File: src/rtl/cache_pkg.sv
// cache_pkg
// Shared definitions for the cache fill path: the fill sequencer state
// encoding, block geometry and the arbiter select encoding.
package cache_pkg;

  // 16-bit words per cache block; a block is 2*WORDS bytes.
  localparam int WORDS = 8;

  // Default address width of the memory port.
  localparam int ADDR_W = 16;

  // Clears the byte offset within a 16-byte block.
  localparam logic [15:0] BLOCK_MASK = 16'hFFF0;

  // arbiter_select encoding.
  localparam logic SEL_INSTR = 1'b1;
  localparam logic SEL_DATA  = 1'b0;

  typedef enum logic [1:0] {
    IDLE = 2'd0,
    FILL = 2'd1,
    DONE = 2'd2
  } fill_state_t;

endpackage

File: src/rtl/fill_word_counter.sv
// fill_word_counter
// Issue and receive counters for one block fill.
//   clk, rst    : clock, synchronous active-high reset
//   clear       : zero both counters (asserted on entry to a fill)
//   issue_inc   : a memory read was issued this cycle
//   recv_inc    : a memory word came back this cycle
//   issue_cnt   : reads issued so far (0..WORDS, saturates at WORDS)
//   recv_cnt    : words received so far (0..WORDS-1)
//   issue_last  : the read being issued is the final one of the block
//   recv_last   : the word being received is the final one of the block
module fill_word_counter
  import cache_pkg::*;
#(
  parameter int WORDS_P = WORDS
) (
  input  logic       clk,
  input  logic       rst,
  input  logic       clear,
  input  logic       issue_inc,
  input  logic       recv_inc,
  output logic [3:0] issue_cnt,
  output logic [2:0] recv_cnt,
  output logic       issue_last,
  output logic       recv_last
);

  // Both counters restart together at the start of every fill. The issue
  // counter saturates so a stray increment can never wrap it.
  always_ff @(posedge clk) begin
    if (rst || clear) begin
      issue_cnt <= 4'd0;
      recv_cnt  <= 3'd0;
    end else begin
      if (issue_inc && (issue_cnt != 4'(WORDS_P))) begin
        issue_cnt <= issue_cnt + 4'd1;
      end
      if (recv_inc) begin
        recv_cnt <= recv_cnt + 3'd1;
      end
    end
  end

  assign issue_last = (issue_cnt == 4'(WORDS_P - 1));
  assign recv_last  = (recv_cnt == 3'(WORDS_P - 1));

endmodule

File: src/rtl/cache_fill_controller.sv
// cache_fill_controller
// Arbitrates I-cache and D-cache misses onto the single pipelined memory
// port, issues the WORDS word reads of the missing block, steers returning
// words into the granted cache and writes the tag with the final word.
//   clk, rst        : clock, synchronous active-high reset
//   instr_miss/addr : I-cache miss level and byte address
//   data_miss/addr  : D-cache miss level and byte address
//   mem_enable      : registered read issue strobe
//   mem_addr        : registered read address (0 when idle)
//   mem_data_valid  : one pulse per issued read, returned in order
//   arbiter_select  : granted cache, 1 = instr, 0 = data (0 when idle)
//   fill_word_en    : data array write enable for the returning word
//   fill_word_idx   : word index within the block for fill_word_en
//   fill_tag_en     : tag/valid write, coincides with the last word
//   fill_busy       : high while a fill is in progress (FILL and DONE)
//   fill_done       : one-cycle pulse at the end of a fill
module cache_fill_controller
  import cache_pkg::*;
#(
  parameter int WORDS_P = WORDS,
  parameter int ADDR_W_P = ADDR_W
) (
  input  logic                clk,
  input  logic                rst,
  input  logic                instr_miss,
  input  logic [ADDR_W_P-1:0] instr_addr,
  input  logic                data_miss,
  input  logic [ADDR_W_P-1:0] data_addr,
  output logic                mem_enable,
  output logic [ADDR_W_P-1:0] mem_addr,
  input  logic                mem_data_valid,
  output logic                arbiter_select,
  output logic                fill_word_en,
  output logic [2:0]          fill_word_idx,
  output logic                fill_tag_en,
  output logic                fill_busy,
  output logic                fill_done
);

  localparam logic [ADDR_W_P-1:0] MASK = ~ADDR_W_P'(2 * WORDS_P - 1);

  fill_state_t         state, next_state;
  logic                grant_q;
  logic [ADDR_W_P-1:0] base_q;
  logic                mem_enable_q;
  logic [ADDR_W_P-1:0] mem_addr_q;

  logic                load;
  logic                load_grant;
  logic [ADDR_W_P-1:0] load_base;
  logic                next_mem_en;
  logic [ADDR_W_P-1:0] next_mem_addr;
  logic [3:0]          next_issue;
  logic                issue_inc;
  logic                recv_inc;

  logic [3:0]          issue_cnt;
  logic [2:0]          recv_cnt;
  logic                issue_last;
  logic                recv_last;

  fill_word_counter #(.WORDS_P(WORDS_P)) u_counter (
    .clk        (clk),
    .rst        (rst),
    .clear      (load),
    .issue_inc  (issue_inc),
    .recv_inc   (recv_inc),
    .issue_cnt  (issue_cnt),
    .recv_cnt   (recv_cnt),
    .issue_last (issue_last),
    .recv_last  (recv_last)
  );

  // State, grant/base latch and the registered memory request. The first
  // read is launched on the same edge that enters FILL so that it appears
  // in the first FILL cycle.
  always_ff @(posedge clk) begin
    if (rst) begin
      state        <= IDLE;
      grant_q      <= SEL_DATA;
      base_q       <= '0;
      mem_enable_q <= 1'b0;
      mem_addr_q   <= '0;
    end else begin
      state        <= next_state;
      mem_enable_q <= next_mem_en;
      mem_addr_q   <= next_mem_addr;
      if (load) begin
        grant_q <= load_grant;
        base_q  <= load_base;
      end
    end
  end

  assign next_issue = issue_cnt + 4'd1;

  // Next-state, arbitration and word steering. Instr has priority; a data
  // miss left waiting is picked up the next time IDLE samples the lines.
  always_comb begin
    next_state    = state;
    load          = 1'b0;
    load_grant    = SEL_DATA;
    load_base     = '0;
    next_mem_en   = 1'b0;
    next_mem_addr = '0;
    issue_inc     = 1'b0;
    recv_inc      = 1'b0;
    fill_word_en  = 1'b0;
    fill_word_idx = 3'd0;
    fill_tag_en   = 1'b0;

    case (state)
      IDLE: begin
        if (instr_miss) begin
          load       = 1'b1;
          load_grant = SEL_INSTR;
          load_base  = instr_addr & MASK;
        end else if (data_miss) begin
          load       = 1'b1;
          load_grant = SEL_DATA;
          load_base  = data_addr & MASK;
        end
        if (load) begin
          next_state    = FILL;
          next_mem_en   = 1'b1;
          next_mem_addr = load_base;
        end
      end

      FILL: begin
        issue_inc = mem_enable_q;
        if (mem_enable_q && !issue_last) begin
          next_mem_en   = 1'b1;
          next_mem_addr = base_q + {{(ADDR_W_P-5){1'b0}}, next_issue, 1'b0};
        end
        if (mem_data_valid) begin
          fill_word_en  = 1'b1;
          fill_word_idx = recv_cnt;
          recv_inc      = 1'b1;
          if (recv_last) begin
            fill_tag_en = 1'b1;
            next_state  = DONE;
          end
        end
      end

      DONE: begin
        next_state = IDLE;
      end

      default: begin
        next_state = IDLE;
      end
    endcase
  end

  assign mem_enable     = mem_enable_q;
  assign mem_addr       = mem_addr_q;
  assign arbiter_select = (state != IDLE) ? grant_q : SEL_DATA;
  assign fill_busy      = (state != IDLE);
  assign fill_done      = (state == DONE);

endmodule

File: config.mk
export PLATFORM = sky130hd
export DESIGN_NAME = cache_fill_controller
export DESIGN_NICKNAME = d
export VERILOG_FILES = /design/src/rtl/cache_pkg.sv /design/src/rtl/fill_word_counter.sv /design/src/rtl/cache_fill_controller.sv
export SDC_FILE = /design/constraint.sdc
export NUM_CORES = 1
export LEC_CHECK = 0
export BUFFER_PORTS_ARGS = -buffer_cell sky130_fd_sc_hd__buf_2
export CELL_PAD_IN_SITES_DETAIL_PLACEMENT = 1
export CELL_PAD_IN_SITES_GLOBAL_PLACEMENT = 2
export CORE_ASPECT_RATIO = 1.25
export CORE_UTILIZATION = 28
export CTS_CLUSTER_SIZE = 12
export DETAILED_ROUTE_END_ITERATION = 6
export GPL_TIMING_DRIVEN = 0
export PLACE_DENSITY = 0.74
export SETUP_SLACK_MARGIN = 0.05
export SLEW_MARGIN = 10
export SYNTH_ARGS = -nofsm -noshare
export SYNTH_HDL_FRONTEND = slang
export SYNTH_SLANG_ARGS = --single-unit
export TNS_END_PERCENT = 100
File: constraint.sdc
create_clock -name clk -period 2.5 [get_ports clk]
set_clock_uncertainty 0.05 [all_clocks]
set_input_delay 0.375 -clock clk [delete_from_list [all_inputs] [get_ports clk]]
set_output_delay 0.375 -clock clk [all_outputs]
set_load 0.01 [all_outputs]
======== Yosys cells after proc, flatten, opt, wreduce, memory -nomap -nowiden ========
Cells that the tools add are included.
operators by class
  reduce and logical (&&, ||, !) cells .... 7
  divide/modulo/power cells ............... 0
  add/subtract/negate cells ............... 3
  bitwise gates (word level) .............. 0
  muxes and demuxes ....................... 28
  magnitude comparators ................... 0
  shift-type cells ........................ 0
  eq/ne operators ......................... 8
  $mul .................................... 0
operators with widths
  cell                                            number
  two-way mux 16 bit                              5
  one-hot mux 16 bit (2 select lines)             1
  adder 16 x 5 -> 16 bit                          1
  two-way mux 1 bit                               15
  two-way mux 2 bit                               3
  two-way mux 3 bit                               2
  inequality test 2 bit (second input constant)   3
  adder 4 x 1 -> 4 bit (second input constant)    1
  == test 4 x 3 -> 1 bit (second input constant)  1
  inequality test 4 bit (second input constant)   1
  one-hot mux 2 bit (2 select lines)              1
  adder 3 x 1 -> 3 bit (second input constant)    1
  == test 3 bit (second input constant)           1
  AND reduction 3 bit                             1
  == test 2 x 1 -> 1 bit (second input constant)  1
  == test 2 bit (second input constant)           1
  logical AND 1 bit                               2
  zero test 2 bit                                 1
  one-hot mux 1 bit (2 select lines)              1
  nonzero test 2 bit                              1
  zero test 1 bit                                 1
  logical OR 1 bit                                1
word-level totals
  flip-flop bits (word level) ............. 43
  memory bits (writable) .................. 0
  bits in read-only memories .............. 0
  memories ................................ 0
  latch bits .............................. 0

======== Depth between registers and ports, before layout ========
Gate-level depths: netlist (run 1).
  depth in word-level cells ............... 5
  depth in mapped cells ................... 8
  gate-level depth less buffers ........... 8

======== Cells and area by module ========
Synthesis (run 1) repeated with hierarchy kept, for this count alone.
second synthesis, totals
  cells, all modules ...................... 213
  area, all modules ....................... 1909.3 µm²
by module, submodules not included
  module                 cells an instance  times used  sequential area each (µm²)  area each (µm²)
  cache_fill_controller  176                1           620.6                       1541.5
  fill_word_counter      37                 1           140.1                       367.9

======== Worst setup path after synthesis (run 1) ========
Ideal clock, no wire load.
  path kind ............................... register to register
  from .................................... reg u_counter.issue_cnt[2]
  to ...................................... reg mem_addr_q[14] (netlist: mem_addr[14])
  setup slack ............................. 706 ps
  arrival time ............................ 1619 ps
  period minus slack after synthesis ...... 1794 ps
  stages on the path, launching flop included .. 9
  path buffers ............................ 0
  data required time ...................... 2325 ps
  path through ............................ dfxtp_1 -> nand3_1 -> xnor2_1 -> ha_1 -> ha_1 -> nand4_1 -> nor3_1 -> xnor2_1 -> o22ai_1
on the way
  elaborated cells between the ends (all ways) .. 7
  those cells by class .................... 2 x add/sub; 1 x eq/ne; 2 x mux; 2 x reduce/logical
RTL lines
  what                                 line                          RTL
  start, declared                      fill_word_counter.sv:21       output logic [3:0] issue_cnt,
  start signal, assigned               fill_word_counter.sv:35       issue_cnt <= issue_cnt + 4'd1;
  adder 4 x 1 -> 4 bit                 cache_fill_controller.sv:95   assign next_issue = issue_cnt + 4'd1;
  named net next_issue[3]              cache_fill_controller.sv:53   logic [3:0] next_issue;
  adder 16 x 5 -> 16 bit               cache_fill_controller.sv:134  next_mem_addr = base_q + {{(ADDR_W_P-5){1'b0}}, next_issue, 1'b0};
  two-way mux 16 bit                   cache_fill_controller.sv:132  if (mem_enable_q && !issue_last) begin
  one-hot mux 16 bit (2 select lines)  cache_fill_controller.sv:112  case (state)
  end signal, assigned                 cache_fill_controller.sv:87   mem_addr_q <= next_mem_addr;
  end, declared                        cache_fill_controller.sv:46   logic [ADDR_W_P-1:0] mem_addr_q;
The timed path passes the listed nets, and every way through them passes these cells.
A chain may end at the register's enable or synchronous reset.

======== Worst setup path in the final report (run 1) ========
Ends and elaborated chain as after synthesis.

==> qor.yml, run 1 <==
outcome:
  status: "finished clean"
clocking:
  cts_tree: "built"
  clk_pin_slew_ns: 0.07
  cts_num_sinks: 38
  cts_buffers: 5
  clockRootBuffer: "clkbuf_8"
  clock_latency_ns: 0.29
  ctsHtreeMaxLevel: 2
  cts_resized: 0
  cts_setup_buffers: 0
  clock_path_buffers: 2
  cts-hold-fix-buffers: 0
logic_synthesis:
  yosysWarnings: 0
  synth_edf_count: 0
  synth_area_per_cell_um2: 9.070
  synthDistinctLibCells: 38
  syn-num-nets: 240
  yosys_most_used_dff: "dfxtp_1"
  synth_seq_cells: 38
  syn-cell-area_mm2: 0.001787
  yosysSeqAreaShare: 0.4258
  synthArstFlopShare: 0
  synthCells: 197
worst_setup_path:
  critical_path_class: "flop to flop"
  setup.worst_path.end: "mem_addr[14]$_SDFF_PP0_"
  worstPathArrival_ns: 2.26
  crit_path_start_kind: "flop"
  rrSetupSlack_ns: 0.36
  startpoint: "u_counter.issue_cnt[2]$_SDFFE_PP0P_"
  reg2reg_depth: 8
  crit_fanout: 5
  crit_required_ns: 2.62
  r2r_end: "mem_addr[14]$_SDFF_PP0_"
  reg2reg_from: "u_counter.issue_cnt[2]$_SDFFE_PP0P_"
  crit_path_end_kind: "flop"
cells_and_area:
  instances_no_fill: 341
  multi_input_area_um2: 940.9
  n_antenna_cell: 0
  fin_nets: 298
  drive_gt1_frac: 0.3164
  design_area_mm2: 0.002243
  nFillCells: 768
  seqCellArea_um2: 760.7
  syn_to_final_growth_pct: 25.56
placed_design:
  gp_congestion: 0.6956
  postPlaceCellArea_mm2: 0.002148
  io_buffers: 51
  dp_hpwl_mm: 3.367
  dp_cells: 333
die:
  fp.dieW_um: 73.45
  design.die.area_mm2: 0.006707
  rows: 32
  core_area_mm2: 0.006166
  ios: 62
  start_util: 0.2898
  die_h_um: 91.31
drt:
  dr_total_vias: 1549
  vias_per_cell: 4.543
  drc_errors: 0
  ant_nets: 0
  met3_length_um: 160
  wire_per_inst_um: 12.93
  highest_layer: "met4"
  wl_met1_mm: 1.883
  first_pass_iters: 4
  wl_met2_mm: 2.303
  routed_wl_mm: 4.409
  first_iter_violations: 68
power:
  ir_drop_v: 0.0002044
  power_density_mw_per_mm2: 584.7
  leakagePower_nw: 1.003
sta:
  slew_viol_final: 0
  min_period_ns: 2.138
  hold_viol: 0
  fin_crit_sh: 0.8551
  rsz0062_at_grt: "no"
  finalSetupViolCount: 0
  fin_hold_ws_ns: 0.2844
  worstMarginPinSlew_ns: 0.5376
  max-slew-margin-rel: 0.6416
  tns_ns: 0
  max_freq_ghz: 0.4678
global_routing:
  grt_max_degree: 13
  grt_pass1_wl_mm: 7.258
  grt-ovfl-total: 0
  grt_pass1_vias: 1575
  antenna_found_initial: 0
  grt_usage: 0.1433
job:
  drv_cap: 0
min_path:
  hp-start: "rst"
  min_path_type: "input pin to flop"
  holdPathStages: 2
[kinds of logic (layout without fill, tap and decap cells)]
kind of cell               count (synthesis)  in the layout  synth area share
and+or+nand+nor                           76             76            0.2164
xor gates and xnor gates                  15             15           0.07353
adders and majority gates                  6              6           0.04202
buffers and inverters                     17             76           0.04762
other                                      1              1          0.002099
DFF                                       38             38            0.4258
muxes                                     15             15           0.08894
AOI/OAI and AO/OA                         29             29            0.1036
[synthesized netlist by cell type, drive strengths merged, types with 4 or more instances]
cell type,instances,area share
a211oi,5,0.021
a21oi,13,0.036
and3,4,0.014
buf,8,0.029
dfxtp,38,0.43
ha,6,0.042
inv,7,0.015
mux2,7,0.044
mux2i,8,0.045
nand2,27,0.057
nand3,6,0.020
nor2,15,0.033
nor3,9,0.025
o22ai,7,0.028
xnor2,12,0.059
[where the power goes]
| part | total [mW] | switching, mW | internal [mW] |
|---|---|---|---|
| logic | 0.199 | 0.109 | 0.0903 |
| clock network | 0.444 | 0.222 | 0.222 |
| registers | 0.669 | 0.0269 | 0.642 |
[sequential cells by signal (all words and copies together), names as in the netlist]
register,count
mem_enable,1
grant_q,1
u_counter.recv_cnt,3
base_q,12
state,2
u_counter.issue_cnt,4
mem_addr,15
[worst min-delay path by stage]
stage	end
2_1_floorplan	mem_addr[1]$_SDFF_PP0_
3_3_place_gp	base_q[4]$_SDFFE_PP0P_
3_5_place_dp	base_q[4]$_SDFFE_PP0P_
4_1_cts	state[1]$_SDFFE_PP0P_
5_1_grt	state[1]$_SDFFE_PP0P_
6_report	state[1]$_SDFFE_PP0P_
[final cells by class]
type | instances | share of cell area
plain buffers | 10 | 0.02621
repair buffers | 51 | 0.1138
clock inverters | 2 | 0.005577
clock buffers | 6 | 0.03681
flip-flops and latches | 38 | 0.3391
inverters | 7 | 0.01171
well taps | 85 | 0.04741
multi-input cells | 142 | 0.4194
[layer usage]
metal  vias up  track usage
met5         -            0
met3         5      0.03663
met4         0      0.04327
li1        783            -
met1       729       0.1617
met2        32       0.2569
[critical path, stage by stage (launching register included)]
cell and delay (ns):
dfxtp_1 0.42, nand3_1 0.12, xnor2_1 0.25, ha_1 0.25, ha_1 0.21, nand4_1 0.19, nor3_1 0.28, xnor2_1 0.16
o22ai_1 0.09
[stage by stage]
stage / util / total power, mW / setup slack (ns)
after floorplan: - / 0.8087 / 0.7063
after global placement: 0.3484 / 0.8853 / 0.3286
after detailed placement: 0.3484 / 0.8875 / 0.3368
after CTS: 0.3638 / 1.335 / 0.3151
after global routing: 0.3638 / 1.383 / 0.1268
final: 0.3638 / 1.312 / 0.3622
[cells in the final DEF (no fill, tap or decap), types with 2 or more instances in the layout]
cell type,instances
xor2_1,3
and3_1,4
xnor2_1,12
nor2_1,14
ha_1,6
a211oi_1,5
nand2_1,27
dfxtp_1,38
clkbuf_8,6
inv_1,7
mux2i_1,8
buf_2,56
nor2b_1,3
clkbuf_1,2
nor3_1,9
nand3_1,5
nand4_1,2
a21oi_1,13
o22ai_1,6
buf_4,2
nand2b_1,2
mux2_2,7
Power figures use the tool's default switching activity.
==> run 2: changes to the inputs <==
--- a/config.mk
+++ b/config.mk
@@ -6,14 +6,14 @@
 export NUM_CORES = 1
 export LEC_CHECK = 0
 export BUFFER_PORTS_ARGS = -buffer_cell sky130_fd_sc_hd__buf_2
-export CELL_PAD_IN_SITES_DETAIL_PLACEMENT = 1
-export CELL_PAD_IN_SITES_GLOBAL_PLACEMENT = 2
+export CELL_PAD_IN_SITES_DETAIL_PLACEMENT = 0
+export CELL_PAD_IN_SITES_GLOBAL_PLACEMENT = 1
 export CORE_ASPECT_RATIO = 1.25
-export CORE_UTILIZATION = 28
+export CORE_UTILIZATION = 36
 export CTS_CLUSTER_SIZE = 12
 export DETAILED_ROUTE_END_ITERATION = 6
 export GPL_TIMING_DRIVEN = 0
-export PLACE_DENSITY = 0.74
+export PLACE_DENSITY = 0.75
 export SETUP_SLACK_MARGIN = 0.05
 export SLEW_MARGIN = 10
 export SYNTH_ARGS = -nofsm -noshare
==> qor.yml, run 2 (synthesis gave the netlist of run 1 again) <==
outcome:
  status: "finished clean"  # unchanged
sta:
  max_freq_ghz: 0.4755  # was 0.4678 GHz
  worstMarginPinSlew_ns: 0.5012  # was 0.5376 ns
  slew_viol_final: 0  # unchanged
  finalSetupViolCount: 0  # unchanged
  rsz0062_at_grt: "no"  # unchanged
  min_period_ns: 2.103  # was 2.138 ns
  max-slew-margin-rel: 0.6658  # was 0.6416
  tns_ns: 0  # unchanged
  fin_crit_sh: 0.8412  # was 0.8551
  hold_viol: 0  # unchanged
clocking:
  clk_pin_slew_ns: 0.07  # about the same
  cts-hold-fix-buffers: 0  # unchanged
  cts_resized: 0  # unchanged
  cts_tree: "built"  # unchanged
  clockRootBuffer: "clkbuf_8"  # unchanged
  cts_num_sinks: 38  # unchanged
  cts_buffers: 5  # unchanged
  ctsHtreeMaxLevel: 2  # unchanged
  clock_path_buffers: 2  # unchanged
  clock_latency_ns: 0.29  # about the same
  cts_setup_buffers: 0  # unchanged
drt:
  routed_wl_mm: 3.996  # was 4.409 mm
  dr_total_vias: 1521  # was 1,549
  wire_per_inst_um: 12.73  # was 12.93 um
  first_pass_iters: 4  # unchanged
  wl_met2_mm: 1.993  # was 2.303 mm
  highest_layer: "met4"  # unchanged
  vias_per_cell: 4.844  # was 4.543
  drc_errors: 0  # unchanged
  wl_met1_mm: 1.797  # was 1.883 mm
  first_iter_violations: 47  # was 68
  met3_length_um: 143  # was 160 um
  ant_nets: 0  # unchanged
global_routing:
  grt_max_degree: 11  # was 13
  antenna_found_initial: 0  # unchanged
  grt_usage: 0.1690  # was 0.1433
  grt_pass1_vias: 1459  # was 1,575
  grt-ovfl-total: 0  # unchanged
  grt_pass1_wl_mm: 6.720  # was 7.258 mm
job:
  drv_cap: 0  # unchanged
die:
  design.die.area_mm2: 0.005251  # was 0.006707 mm2
  fp.dieW_um: 65.01  # was 73.45 um
  core_area_mm2: 0.004765  # was 0.006166 mm2
  die_h_um: 80.77  # was 91.31 um
  start_util: 0.3750  # was 0.2898
  rows: 28  # was 32
  ios: 62  # unchanged
placed_design:
  gp_congestion: 0.8303  # was 0.6956
  dp_hpwl_mm: 2.954  # was 3.367 mm
  postPlaceCellArea_mm2: 0.002117  # was 0.002148 mm2
  io_buffers: 51  # unchanged
min_path:
  hp-start: "rst"  # unchanged
  min_path_type: "input pin to flop"  # unchanged
cells_and_area:
  design_area_mm2: 0.002200  # was 0.002243 mm2
  largest_register_ffs: 15  # unchanged
  n_antenna_cell: 0  # unchanged
  final_cell_mix: "buf_2 (56), dfxtp_1 (38), nand2_1 (27)"  # unchanged
  nFillCells: 501  # was 768
  finish.utilization: 0.4617  # was 0.3638
  layout_commonest_cell: "buf_2"  # unchanged
  seqCellArea_um2: 760.7  # unchanged
  syn_to_final_growth_pct: 23.11  # was 25.56%
  fin_nets: 298  # unchanged
  drive_gt1_frac: 0.3110  # was 0.3164
  multi_input_area_um2: 940.9  # unchanged
power:
  p_seq_frac: 0.525  # was 0.510
  power_switching_uw: 331.4  # was 357.9 uW
  power_density_mw_per_mm2: 580.2  # was 584.7 mW/mm2
  ir_drop_v: 0.0003019  # was 0.0002044 V
  internal-power_uw: 944.9  # was 953.9 uW
  swShare: 0.2597  # was 0.2728
  clock_power_share: 0.321  # was 0.338
  leakagePower_nw: 0.9985  # was 1.003 nW
  pwr-share-comb: 0.154  # was 0.152
worst_setup_path:
  worstPathArrival_ns: 2.22  # was 2.26 ns
  crit_path_start_kind: "flop"  # unchanged
  critical_path_class: "flop to flop"  # unchanged
  crit_required_ns: 2.61  # was 2.62 ns
  startpoint: "u_counter.issue_cnt[2]$_SDFFE_PP0P_"  # unchanged
  crit_path_end_kind: "flop"  # unchanged
  reg2reg_from: "u_counter.issue_cnt[2]$_SDFFE_PP0P_"  # unchanged
  crit_fanout: 5  # unchanged
-- run 2: cell count changes in the layout (fill, tap and decap cells not counted), sizes merged --
cell	before	now
clkinvlp	1	0
clkinv	1	0
-- run 2: path summary, 6_finish.rpt --
| path | cells after the start | endpoint | slack [ns] |
|---|---|---|---|
| max | 8 | mem_addr[14]$_SDFF_PP0_ | 0.40 |
| max reg2reg | 8 | mem_addr[14]$_SDFF_PP0_ | 0.40 |
| min reg2reg | 2 | base_q[4]$_SDFFE_PP0P_ | 0.41 |
| min | 2 | state[1]$_SDFFE_PP0P_ | 0.30 |
-- run 2: layer usage --
metal / vias up / global-route usage
met1: 694 / 0.2031
met5: - / 0
met3: 6 / 0.04213
met4: 0 / 0.05870
li1: 789 / -
met2: 32 / 0.2917
-- run 2: layout make-up --
cell class	count	area share
multi-input cells	142	0.4278
flip-flops and latches	38	0.3458
repair buffers	51	0.1160
clock buffers	6	0.03754
well taps	60	0.03413
plain buffers	10	0.02673
inverters	7	0.01195
-- run 2: worst max-delay path, cell delays in order (launching register included) --
cell and delay (ns):
dfxtp_1 0.41, nand3_1 0.12, xnor2_1 0.24, ha_1 0.24, ha_1 0.22, nand4_1 0.20
nor3_1 0.26, xnor2_1 0.15, o22ai_1 0.10
-- run 2: power groups by stage --
stage / Clock [mW] / Sequential, mW / Combinational [mW]
after global placement: 0 / 0.683 / 0.198
after CTS: 0.423 / 0.670 / 0.200
after detailed placement: 0 / 0.684 / 0.199
after global routing: 0.446 / 0.675 / 0.223
final: 0.409 / 0.670 / 0.197
after floorplan: 0 / 0.687 / 0.122
-- run 2: metrics by stage --
stage | power, mW | worst slack (ns) | hold WS [ns] | instances
final | 1.276 | 0.3969 | 0.3014 | 314
after global routing | 1.343 | 0.1916 | 0.3085 | 314
after CTS | 1.294 | 0.3894 | 0.2992 | 314
after detailed placement | 0.8830 | 0.4138 | 0.4040 | 308
after global placement | 0.8804 | 0.4024 | 0.3964 | 308
after floorplan | 0.8087 | 0.7063 | 0.3797 | 197
==> run 3: changes to the inputs <==
--- a/config.mk
+++ b/config.mk
@@ -5,15 +5,16 @@
 export SDC_FILE = /design/constraint.sdc
 export NUM_CORES = 1
 export LEC_CHECK = 0
+export ABC_AREA = 1
 export BUFFER_PORTS_ARGS = -buffer_cell sky130_fd_sc_hd__buf_2
 export CELL_PAD_IN_SITES_DETAIL_PLACEMENT = 0
 export CELL_PAD_IN_SITES_GLOBAL_PLACEMENT = 1
 export CORE_ASPECT_RATIO = 1.25
-export CORE_UTILIZATION = 36
+export CORE_UTILIZATION = 31
 export CTS_CLUSTER_SIZE = 12
 export DETAILED_ROUTE_END_ITERATION = 6
 export GPL_TIMING_DRIVEN = 0
-export PLACE_DENSITY = 0.75
+export PLACE_DENSITY = 0.7
 export SETUP_SLACK_MARGIN = 0.05
 export SLEW_MARGIN = 10
 export SYNTH_ARGS = -nofsm -noshare
==> constraint.sdc (replaced) <==
create_clock -name clk -period 1.9 [get_ports clk]
set_clock_uncertainty 0.05 [all_clocks]
set_input_delay 0.285 -clock clk [delete_from_list [all_inputs] [get_ports clk]]
set_output_delay 0.285 -clock clk [all_outputs]
set_load 0.01 [all_outputs]
==> qor.yml, run 3 <==
outcome:
  status: "complete, but fails checks"  # was finished clean
  violations: "DRC"
worst_setup_path:
  crit_cells: 11  # was 8
  crit_buf_inv: 2  # was 0
  setup.worst_path.end: "mem_addr[10]$_SDFF_PP0_"  # was mem_addr[14]$_SDFF_PP0_
  crit_path_end_kind: "flop"  # unchanged
  crit_path_start_kind: "flop"  # unchanged
  startpoint: "u_counter.issue_cnt[0]$_SDFFE_PP0P_"  # was u_counter.issue_cnt[2]$_SDFFE_PP0P_
  reg2reg_depth: 11  # was 8
  worstPathArrival_ns: 1.94  # was 2.22 ns
  crit_path_top_delay_cell: "dfxtp_4"  # was dfxtp_1
  path_cells: "nand3_4 -> xor2_2 -> inv_2 -> ha_4 -> ha_4 -> nand2_4 -> nor2_4 -> inv_1 -> o21ai_1 -> nand3_1 -> a21oi_2"  # was nand3_1 -> xnor2_1 -> ha_1 -> ha_1 -> nand4_1 -> nor3_1 -> xnor2_1 -> o22ai_1
  r2r_end: "mem_addr[10]$_SDFF_PP0_"  # was mem_addr[14]$_SDFF_PP0_
  crit_required_ns: 2.08  # was 2.61 ns
  reg2reg_from: "u_counter.issue_cnt[0]$_SDFFE_PP0P_"  # was u_counter.issue_cnt[2]$_SDFFE_PP0P_
  crit_top_cell: "ha_4"
  crit_fanout: 5  # unchanged
  cp_top_family: "flip-flops"  # was simple AND/OR/NAND/NOR gates
  slowest_delay_ns: 0.38  # was 0.41 ns
  rrSetupSlack_ns: 0.14  # was 0.40 ns
  critical_path_class: "flop to flop"  # unchanged
sta:
  worstMarginPinSlew_ns: 0.6303  # was 0.5012 ns
  fin_crit_sh: 0.9272  # was 0.8412
  slew_viol_final: 0  # unchanged
  finalSetupViolCount: 0  # unchanged
  min_period_ns: 1.762  # was 2.103 ns
  tns_ns: 0  # unchanged
  hold_viol: 0  # unchanged
  rsz0062_at_grt: "yes"  # was no
  max-slew-margin-rel: 0.5798  # was 0.6658
  max_freq_ghz: 0.5676  # was 0.4755 GHz
die:
  fp.dieW_um: 70.80  # was 65.01 um
  die_h_um: 88  # was 80.77 um
  ios: 62  # unchanged
  core_area_mm2: 0.005555  # was 0.004765 mm2
  start_util: 0.3302  # was 0.3750
  rows: 30  # was 28
  design.die.area_mm2: 0.006230  # was 0.005251 mm2
cells_and_area:
  multi_input_area_um2: 975.9  # was 940.9 um2
  instances_no_fill: 376  # was 314
  drive_gt1_frac: 0.3205  # was 0.3110
  seqCellArea_um2: 767.0  # was 760.7 um2
  syn_to_final_growth_pct: 29.74  # was 23.11%
  largest_register_ffs: 15  # unchanged
  nFillCells: 593  # was 501
  final_cell_mix: "buf_2 (53), nand2_1 (41), nor2_1 (41)"  # was buf_2 (56), dfxtp_1 (38), nand2_1 (27)
  fin_nets: 354  # was 298
  finish.utilization: 0.4284  # was 0.4617
  layout_commonest_cell: "buf_2"  # unchanged
  n_antenna_cell: 0  # unchanged
global_routing:
  top_usage_layer: "met2"  # unchanged
  use_met3: 0.03797  # was 0.04213
  grt_max_degree: 12  # was 11
  antenna_found_initial: 0  # unchanged
  met1_usage: 0.1937  # was 0.2031
  grt_pass1_vias: 1696  # was 1,459
  grt-ovfl-total: 0  # unchanged
  grt_pass1_wl_mm: 7.803  # was 6.720 mm
  use_met2: 0.2946  # was 0.2917
  grt_usage: 0.1653  # was 0.1690
clocking:
  cts_tree: "built"  # unchanged
  clockRootBuffer: "clkbuf_8"  # unchanged
  ctsHtreeMaxLevel: 2  # unchanged
  cts-hold-fix-buffers: 0  # unchanged
  cts_num_sinks: 38  # unchanged
  clk_pin_slew_ns: 0.08  # was 0.07 ns
  cts_buffers: 5  # unchanged
  clock_path_buffers: 2  # unchanged
  clock_latency_ns: 0.29  # about the same
drt:
  vias_per_cell: 4.755  # was 4.844
  first_iter_violations: 91  # was 47
  routed_wl_mm: 4.766  # was 3.996 mm
  ant_nets: 0  # unchanged
  wire_per_inst_um: 12.68  # was 12.73 um
  dr_total_vias: 1788  # was 1,521
  drc_errors: 2  # was 0
  first_pass_iters: 7  # was 4
power:
  leakagePower_nw: 1.070  # was 0.9985 nW
  power_density_mw_per_mm2: 737.6  # was 580.2 mW/mm2
  ir_drop_v: 0.0003266  # was 0.0003019 V
  p_total_mw: 1.755  # was 1.276 mW
logic_synthesis:
  synth_mux_area_frac: 0  # was 0.08894
  yosysTopAreaCell: "dfxtp_1"  # unchanged
  synth_top_family_by_area: "simple AND/OR/NAND/NOR gates"  # unchanged
  yosysWarnings: 0  # unchanged
  synth_compound_area_frac: 0.1651  # was 0.1036
  synth_area_per_cell_um2: 7.337  # was 9.070 um2
  syn-num-nets: 293  # was 240
  synth_top_area_frac: 0.4147  # was 0.4258
  synthCells: 250  # was 197
  yosysSeqAreaShare: 0.4147  # was 0.4258
  synth_edf_count: 0  # unchanged
  yosys_most_used_dff: "dfxtp_1"  # unchanged
  synth.most_common_cell: "nand2_1"  # was dfxtp_1
  ys_top_cells_by_count: "nand2_1 (43), nor2_1 (41), dfxtp_1 (38), inv_1 (26), a21oi_1 (22)"  # was dfxtp_1 (38), nand2_1 (27), nor2_1 (14), a21oi_1 (13), xnor2_1 (12)
  post_synth_fa_ha_maj_area_fraction: 0.04093  # was 0.04202
  syn-cell-area_mm2: 0.001834  # was 0.001787 mm2
  yosys.area_share.xor_xnor: 0.01432  # was 0.07353
  synthDistinctLibCells: 25  # was 38
  synthArstFlopShare: 0  # unchanged
  synth-simple-area-share: 0.2660  # was 0.2164
  synthTopCellsByArea: "dfxtp_1 (41%), nand2_1 (8.8%), nor2_1 (8.4%)"  # was dfxtp_1 (43%), xnor2_1 (5.9%), nand2_1 (5.7%)
  synth_seq_cells: 38  # unchanged
placed_design:
  io_buffers: 52  # was 51
  gp_congestion: 0.7824  # was 0.8303
  dp_cells: 366  # was 308
  dp_hpwl_mm: 3.426  # was 2.954 mm
min_path:
  min_path_type: "input pin to flop"  # unchanged
job:
  drv_cap: 0  # unchanged
-- run 3: layout make-up --
| type | count | share of cell area |
|---|---|---|
| buffer | 9 | 0.02892 |
| multi-input combinational | 174 | 0.4101 |
| inverter | 29 | 0.04574 |
| clock inverter | 1 | 0.002103 |
| timing repair buffer | 54 | 0.1209 |
| tap | 64 | 0.03365 |
| sequential | 38 | 0.3223 |
| clock buffer | 7 | 0.03628 |
-- run 3: stage by stage --
stage                     worst slack (ns)  cell area, um2  hold WS (ns)
after floorplan                     0.1654            1834        0.3476
final                               0.1383            2380        0.2166
after CTS                          0.05088            2300        0.2124
after global placement             -0.1706            2175        0.3999
after detailed placement           -0.1242            2175        0.4038
after global routing               0.01780            2380        0.2159
-- run 3: worst min-delay path by stage --
stage,end,from,slack [ns],depth (start not counted)
after global placement,base_q[4]$_SDFFE_PP0P_,base_q[4]$_SDFFE_PP0P_,0.40,2
after CTS,base_q[14]$_SDFFE_PP0P_,data_addr[14],0.21,3
after global routing,base_q[12]$_SDFFE_PP0P_,data_addr[12],0.22,3
after detailed placement,base_q[4]$_SDFFE_PP0P_,base_q[4]$_SDFFE_PP0P_,0.40,2
final,base_q[13]$_SDFFE_PP0P_,data_addr[13],0.22,3
after floorplan,base_q[4]$_SDFFE_PP0P_,rst,0.35,1
-- run 3: report_power, final --
group          switching [mW]  internal (mW)  total [mW]
clock network           0.294          0.293       0.587
logic                   0.178          0.114       0.293
registers              0.0310          0.845       0.876
total                   0.503           1.25        1.76
-- run 3: what timing repair did --
action                                  in CTS  in global routing
buffers inserted                             2                  0
endpoints found under the setup margin       4                  8
resized for setup                            5                 16
pin swaps                                    1                  4
-- run 3: kinds of logic (layout without fill, tap and decap cells) --
logic type | Yosys count | count (layout)
other cells | 1 | 1
buf+inv | 38 | 100
flops | 38 | 38
xor+xnor | 3 | 3
compound gates | 51 | 51
simple gates | 113 | 113
fa+ha+maj | 6 | 6
-- run 3: worst register-to-register path: cells and delay by family, from the launching register on --
family | cells | cell delay [ns]
DFF | 1 | 0.38
and+or+nand+nor | 4 | 0.38
adders and majority gates | 2 | 0.29
AOI/OAI and AO/OA | 2 | 0.29
xor gates and xnor gates | 1 | 0.16
buffers and inverters | 2 | 0.16
-- run 3: routing by layer --
layer	wire (um)	vias to the layer above
li1	-	929
met1	2174	804
met2	2294	46
met3	208	9
met4	88	0
met5	0	-
